--- src/rtl/bbuf_drain.sv ---
// Buffer read-back engine: reads num_rows wide rows from a lane-banked buffer
// and streams each row out as MEM_DATA_WIDTH memory-write beats addressed {row, beat}.
module bbuf_drain #(
    parameter int MEM_DATA_WIDTH = 64,
    parameter int ARRAY_M        = 4,
    parameter int DATA_WIDTH     = 32,
    parameter int BUF_ADDR_WIDTH = 10,
    parameter int GROUP_SIZE     = MEM_DATA_WIDTH / DATA_WIDTH,
    parameter int NUM_BEATS      = ARRAY_M / GROUP_SIZE,
    parameter int BUF_ID_W       = $clog2(NUM_BEATS),
    parameter int MEM_ADDR_WIDTH = BUF_ADDR_WIDTH + BUF_ID_W,
    parameter int BUF_DATA_WIDTH = ARRAY_M * DATA_WIDTH
) (
    input  logic                      clk,
    input  logic                      reset,
    input  logic                      start,
    input  logic [BUF_ADDR_WIDTH-1:0] base_addr,
    input  logic [BUF_ADDR_WIDTH:0]   num_rows,
    output logic                      busy,
    output logic                      done,
    output logic                      buf_read_req,
    output logic [BUF_ADDR_WIDTH-1:0] buf_read_addr,
    input  logic [BUF_DATA_WIDTH-1:0] buf_read_data,
    output logic                      mem_write_req,
    output logic [MEM_ADDR_WIDTH-1:0] mem_write_addr,
    output logic [MEM_DATA_WIDTH-1:0] mem_write_data,
    input  logic                      mem_write_ready
);
    // state  | meaning
    // IDLE   | waiting for start
    // RD     | buffer read strobe for the current row
    // LOAD   | capture returned row into the holding register
    // SEND   | present beats to memory until the last one is accepted
    // DONE   | one-cycle completion pulse

    localparam int BEAT_W = (BUF_ID_W > 0) ? BUF_ID_W : 1;

    typedef enum logic [2:0] {S_IDLE, S_RD, S_LOAD, S_SEND, S_DONE} state_t;

    state_t                    state_q, state_d;
    logic [BUF_ADDR_WIDTH-1:0] row_q, row_d;
    logic [BUF_ADDR_WIDTH:0]   rem_q, rem_d;
    logic [BEAT_W-1:0]         beat_q, beat_d;
    logic [BUF_DATA_WIDTH-1:0] hold_q, hold_d;

    logic [MEM_DATA_WIDTH-1:0] beat_data;
    logic [MEM_ADDR_WIDTH-1:0] send_addr;
    logic                      last_beat;

    assign last_beat = (beat_q == BEAT_W'(NUM_BEATS - 1));

    generate
        if (NUM_BEATS > 1) begin : g_multi
            logic [MEM_DATA_WIDTH-1:0] beats [NUM_BEATS];
            for (genvar b = 0; b < NUM_BEATS; b++) begin : g_slice
                assign beats[b] = hold_q[b*MEM_DATA_WIDTH +: MEM_DATA_WIDTH];
            end
            assign beat_data = beats[beat_q];
            assign send_addr = {row_q, beat_q};
        end else begin : g_single
            assign beat_data = hold_q[MEM_DATA_WIDTH-1:0];
            assign send_addr = row_q;
        end
    endgenerate

    always_ff @(posedge clk or posedge reset) begin
        if (reset) begin
            state_q <= S_IDLE;
            row_q   <= '0;
            rem_q   <= '0;
            beat_q  <= '0;
            hold_q  <= '0;
        end else begin
            state_q <= state_d;
            row_q   <= row_d;
            rem_q   <= rem_d;
            beat_q  <= beat_d;
            hold_q  <= hold_d;
        end
    end

    always_comb begin
        state_d = state_q;
        row_d   = row_q;
        rem_d   = rem_q;
        beat_d  = beat_q;
        hold_d  = hold_q;
        case (state_q)
            S_IDLE: begin
                if (start) begin
                    row_d   = base_addr;
                    rem_d   = num_rows;
                    state_d = (num_rows == '0) ? S_DONE : S_RD;
                end
            end
            S_RD: state_d = S_LOAD;
            S_LOAD: begin
                hold_d  = buf_read_data;
                beat_d  = '0;
                state_d = S_SEND;
            end
            S_SEND: begin
                if (mem_write_ready) begin
                    if (!last_beat) begin
                        beat_d = beat_q + BEAT_W'(1);
                    end else begin
                        // row pointer wraps naturally at 2^BUF_ADDR_WIDTH
                        rem_d   = rem_q - (BUF_ADDR_WIDTH+1)'(1);
                        row_d   = row_q + BUF_ADDR_WIDTH'(1);
                        state_d = (rem_q == (BUF_ADDR_WIDTH+1)'(1)) ? S_DONE : S_RD;
                    end
                end
            end
            S_DONE:  state_d = S_IDLE;
            default: state_d = S_IDLE;
        endcase
    end

    // outputs decode registered state only; address/data are zeroed outside their state
    always_comb begin
        busy           = (state_q != S_IDLE);
        done           = 1'b0;
        buf_read_req   = 1'b0;
        buf_read_addr  = '0;
        mem_write_req  = 1'b0;
        mem_write_addr = '0;
        mem_write_data = '0;
        case (state_q)
            S_RD: begin
                buf_read_req  = 1'b1;
                buf_read_addr = row_q;
            end
            S_SEND: begin
                mem_write_req  = 1'b1;
                mem_write_addr = send_addr;
                mem_write_data = beat_data;
            end
            S_DONE:  done = 1'b1;
            default: ;
        endcase
    end
endmodule

--- config.mk ---
export PLATFORM = sky130hd
export DESIGN_NAME = bbuf_drain
export DESIGN_NICKNAME = d
export VERILOG_FILES = /design/src/rtl/bbuf_drain.sv
export SDC_FILE = /design/constraint.sdc
export NUM_CORES = 1
export LEC_CHECK = 0
export CAP_MARGIN = 10
export CORE_ASPECT_RATIO = 1.2
export CORE_MARGIN = 3
export CORE_UTILIZATION = 45
export CTS_BUF_LIST = sky130_fd_sc_hd__clkbuf_16
export DETAILED_ROUTE_END_ITERATION = 10
export HOLD_SLACK_MARGIN = 0.08
export MAX_ROUTING_LAYER = met4
export PLACE_DENSITY_LB_ADDON = 0.05
export SLEW_MARGIN = 20
export SYNTH_ARGS = -nofsm -noshare
export SYNTH_HDL_FRONTEND = slang
export SYNTH_SLANG_ARGS = --single-unit
--- constraint.sdc ---
create_clock -name clk -period 7.65 [get_ports clk]
set_clock_uncertainty 0.1 [all_clocks]
set_input_delay 1.53 -clock clk [delete_from_list [all_inputs] [get_ports clk]]
set_output_delay 1.53 -clock clk [all_outputs]
set_load 0.005 [all_outputs]
==> flow_metrics.py <==
metrics = {
    "layout": {
        "num-nets-final": 998,
        "final_layout_size_suffix_gt1_share_pct": 20.61,
        "num-fill-cells": 1280,
        "final_area_sq_um": 10490,
        "finish.utilization_pct": 66.04,
        "n_antenna_cell": 0,
        "area_growth_syn_to_layout_pct": 41.79,
        "multi_input_comb_area_sq_um": 3308,
        "layout.cells.non_filler": 1062,
        "seq_area_sq_um": 3832,
    },
    "placed_design": {
        "inst_count_dp": 1031,
        "place.detailed.hpwl_microns": 13320,
        "place_worst_setup_slack_ps": 3503,
        "placement.io_buffers": 241,
        "postPlaceCellArea_sq_um": 9897,
        "gp_routability_congestion": 0.7850,
    },
    "drt": {
        "drt_pass1_iterations": 5,
        "totalWireLength_microns": 19150,
        "wl_per_cell_microns": 18.03,
        "number_of_vias_after_detailed_routing": 5629,
        "first_iteration_detailed_routing_drc_count": 324,
        "drc": 0,
        "route.antenna.remaining_nets": 0,
        "drt-vias-per-instance": 5.300,
    },
    "run_status": {
        "run_status": "completed",
    },
    "sta": {
        "rsz0062_at_grt": "false",
        "timing_max_transition_violations_final": 0,
        "max_freq_mhz": 219.1,
        "finalSetupTns_ps": 0,
        "finalSetupViolCount": 0,
        "worst_hold_slack_ps": 404.1,
        "post-route-period-util_pct": 59.67,
        "worst_tran_pin_value_ps": 965.6,
        "finalHoldViolations": 0,
        "slew_limit_headroom_pct": 35.63,
        "worst_slack_ps": 3086,
        "final_period_minus_worst_setup_slack_ps": 4564,
    },
    "grt": {
        "grt_max_degree": 90,
        "antenna_found_initial": 0,
        "grt_pass1_vias": 6127,
        "global_route_wire_length_before_repair_microns": 30530,
        "globalRouteTotalUtil_pct": 22.16,
        "grt_overflow_total": 0,
    },
    "worst_setup_path": {
        "critical_path_required_ps": 6020,
        "r2r_start": "state_q[1]",
        "critical_path_buf_inv_count": 3,
        "ff2ff_setup_slack_ps": 4520,
        "timing.critical_path.from_type": "register",
        "worst_r2r_path_depth": 4,
        "critical_path_class": "register to primary output",
        "max_stage_delay_ps": 690,
        "r2r_end": "hold_q[37]",
        "critical_path_cell_sequence": "nand3b_4 -> inv_2 -> nand2_1 -> inv_1 -> clkdlybuf4s50_1",
        "category_of_the_worst_setup_path_capture_point": "primary output",
        "cpMaxStageDelayCell": "inv_2",
        "cp_max_fo": 45,
        "worstPathArrival_ps": 2930,
        "cpLargestDelayFamily": "buffers and inverters",
    },
    "power": {
        "p_per_area_nw_per_um2": 456.6,
        "power_leakage_nw": 4.432,
        "worst_ir_drop_vdd_mv": 0.2324,
        "totalPowerFinal_mw": 4.791,
    },
    "yosys": {
        "synth.cell_area_sq_um": 7401,
        "ys_dominant_reg_cell": "dfrtp_1",
        "postSynthAreaPerCell_sq_um": 11.90,
        "synth_enable_flop_cells": 0,
        "synth-seq-area-share_pct": 51.73,
        "syn_nets": 778,
        "yosys_register_bits": 153,
        "post_synth_num_cell_types": 48,
        "ys_warn_count": 0,
        "asyncSetResetFlopFracSynth_pct": 100.0,
        "cells_after_synthesis": 622,
    },
    "cts": {
        "ctsResizeCount": 0,
        "cts.hold.buffers_added": 0,
        "clkLatencyLatePin_ps": 410,
        "cts_num_sinks": 153,
        "cts_setup_buffers": 0,
        "max-clock-path-buffers": 2,
        "cts_htree_levels": 4,
        "cts_tree": "yes",
        "cts_made_buffers": 17,
        "ctsRootBufferMaster": "clkbuf_16",
        "clkSlewWorstSetupHoldPaths_ps": 60,
    },
    "die": {
        "die_footprint_sq_um": 18030,
        "core-area_sq_um": 15890,
        "num_rows": 50,
        "initial_util_pct": 46.57,
        "pin_count": 242,
        "die_y_microns": 146.5,
        "die_width_microns": 123.1,
    },
    "hold_path": {
        "timing.hold.worst_endpoint": "hold_q[4]",
        "timing.hold.worst_path_depth": 1,
        "hold_path.class": "register to register",
        "holdCritStartpoint": "hold_q[4]",
    },
    "flow_run": {
        "cap_viol_max_count": 0,
    },
}
routing by layer:
metal  routed length [microns]  share of wire, %  vias up  GRT usage, %
li1                          -                 -     2636             -
met1                      7318                38     2784         24.27
met2                     10190                53      183         38.80
met3                      1272               6.6       26         6.819
met4                       374               2.0        0         5.817
met5                         0                 0        -             -
final cells by class:
class / instances / area share [%]
clock buffers: 17 / 4.054
clock inverters: 14 / 1.633
inverters: 11 / 0.4412
multi-input cells: 413 / 31.52
flip-flops and latches: 153 / 36.52
well taps: 208 / 2.480
repair buffers: 246 / 23.35
flip-flops by register name, summed over array words and instances (netlist names):
name,cells
beat_q,1
row_q,10
rem_q,11
state_q,3
hold_q,128
worst max path at each step:
| stage | startpoint | to | slack, ps | cells past startpoint |
|---|---|---|---|---|
| after floorplan | reset | beat_q | 1900 | 1 |
| after global placement | state_q[2] | mem_write_addr[7] | 3590 | 5 |
| after detailed placement | state_q[2] | mem_write_addr[7] | 3500 | 5 |
| after CTS | state_q[2] | mem_write_addr[7] | 3050 | 5 |
| after global routing | state_q[0] | mem_write_addr[7] | 2790 | 5 |
| final | state_q[2] | mem_write_addr[7] | 3090 | 5 |
Yosys cell counts, types with 7 or more instances:
cell,number,share of area (%)
o21ai_0,15,1.0
inv_1,10,0.51
mux2_2,128,19
buf_2,13,0.88
dfrtp_1,153,52
clkbuf_1,13,0.66
buf_4,12,1.2
and2_1,19,1.6
nand3_1,12,0.81
a21oi_1,24,1.6
buf_1,7,0.36
nor2_1,74,3.8
mux2i_1,66,8.9
nand2_1,12,0.61
cell usage in the layout, fill, tap and decap left out, types with 2 or more instances in the layout:
| cell type | instances |
|---|---|
| a21oi_1 | 24 |
| a22oi_1 | 4 |
| a2bb2oi_1 | 4 |
| a31oi_1 | 2 |
| and2_1 | 19 |
| and3_1 | 3 |
| buf_4 | 5 |
| bufinv_16 | 3 |
| clkbuf_16 | 17 |
| clkdlybuf4s50_1 | 241 |
| clkinvlp_4 | 5 |
| dfrtp_1 | 152 |
| ha_1 | 3 |
| inv_1 | 9 |
| inv_6 | 4 |
| mux2_2 | 128 |
| mux2i_1 | 66 |
| nand2_1 | 12 |
| nand3_1 | 12 |
| nand4_1 | 2 |
| nor2_1 | 74 |
| nor2b_1 | 2 |
| nor3_1 | 6 |
| nor3b_1 | 2 |
| nor4_1 | 4 |
| o21ai_0 | 15 |
| o21ai_1 | 3 |
| o22ai_1 | 4 |
| o32ai_1 | 3 |
cell families (layout without fill, tap and decap cells):
group                    Yosys count  count (layout)  synth area share (%)
AND/OR/NAND/NOR                  147             147                 9.840
adder cells (fa/ha/maj)            3               3                0.5072
AO/OA/AOI/OAI                     69              69                 5.850
buffers and inverters             56             288                 3.669
multiplexers                     194             194                 28.40
flip-flops                       153             153                 51.73
power breakdown:
group	switching (mW)	total (mW)	leakage, nW	internal [mW]
Clock	0.331	0.843	0.276	0.513
Sequential	0.302	1.53	1.78	1.23
Combinational	0.992	2.42	2.38	1.42
No activity file was read; power rests on OpenSTA's default activity.
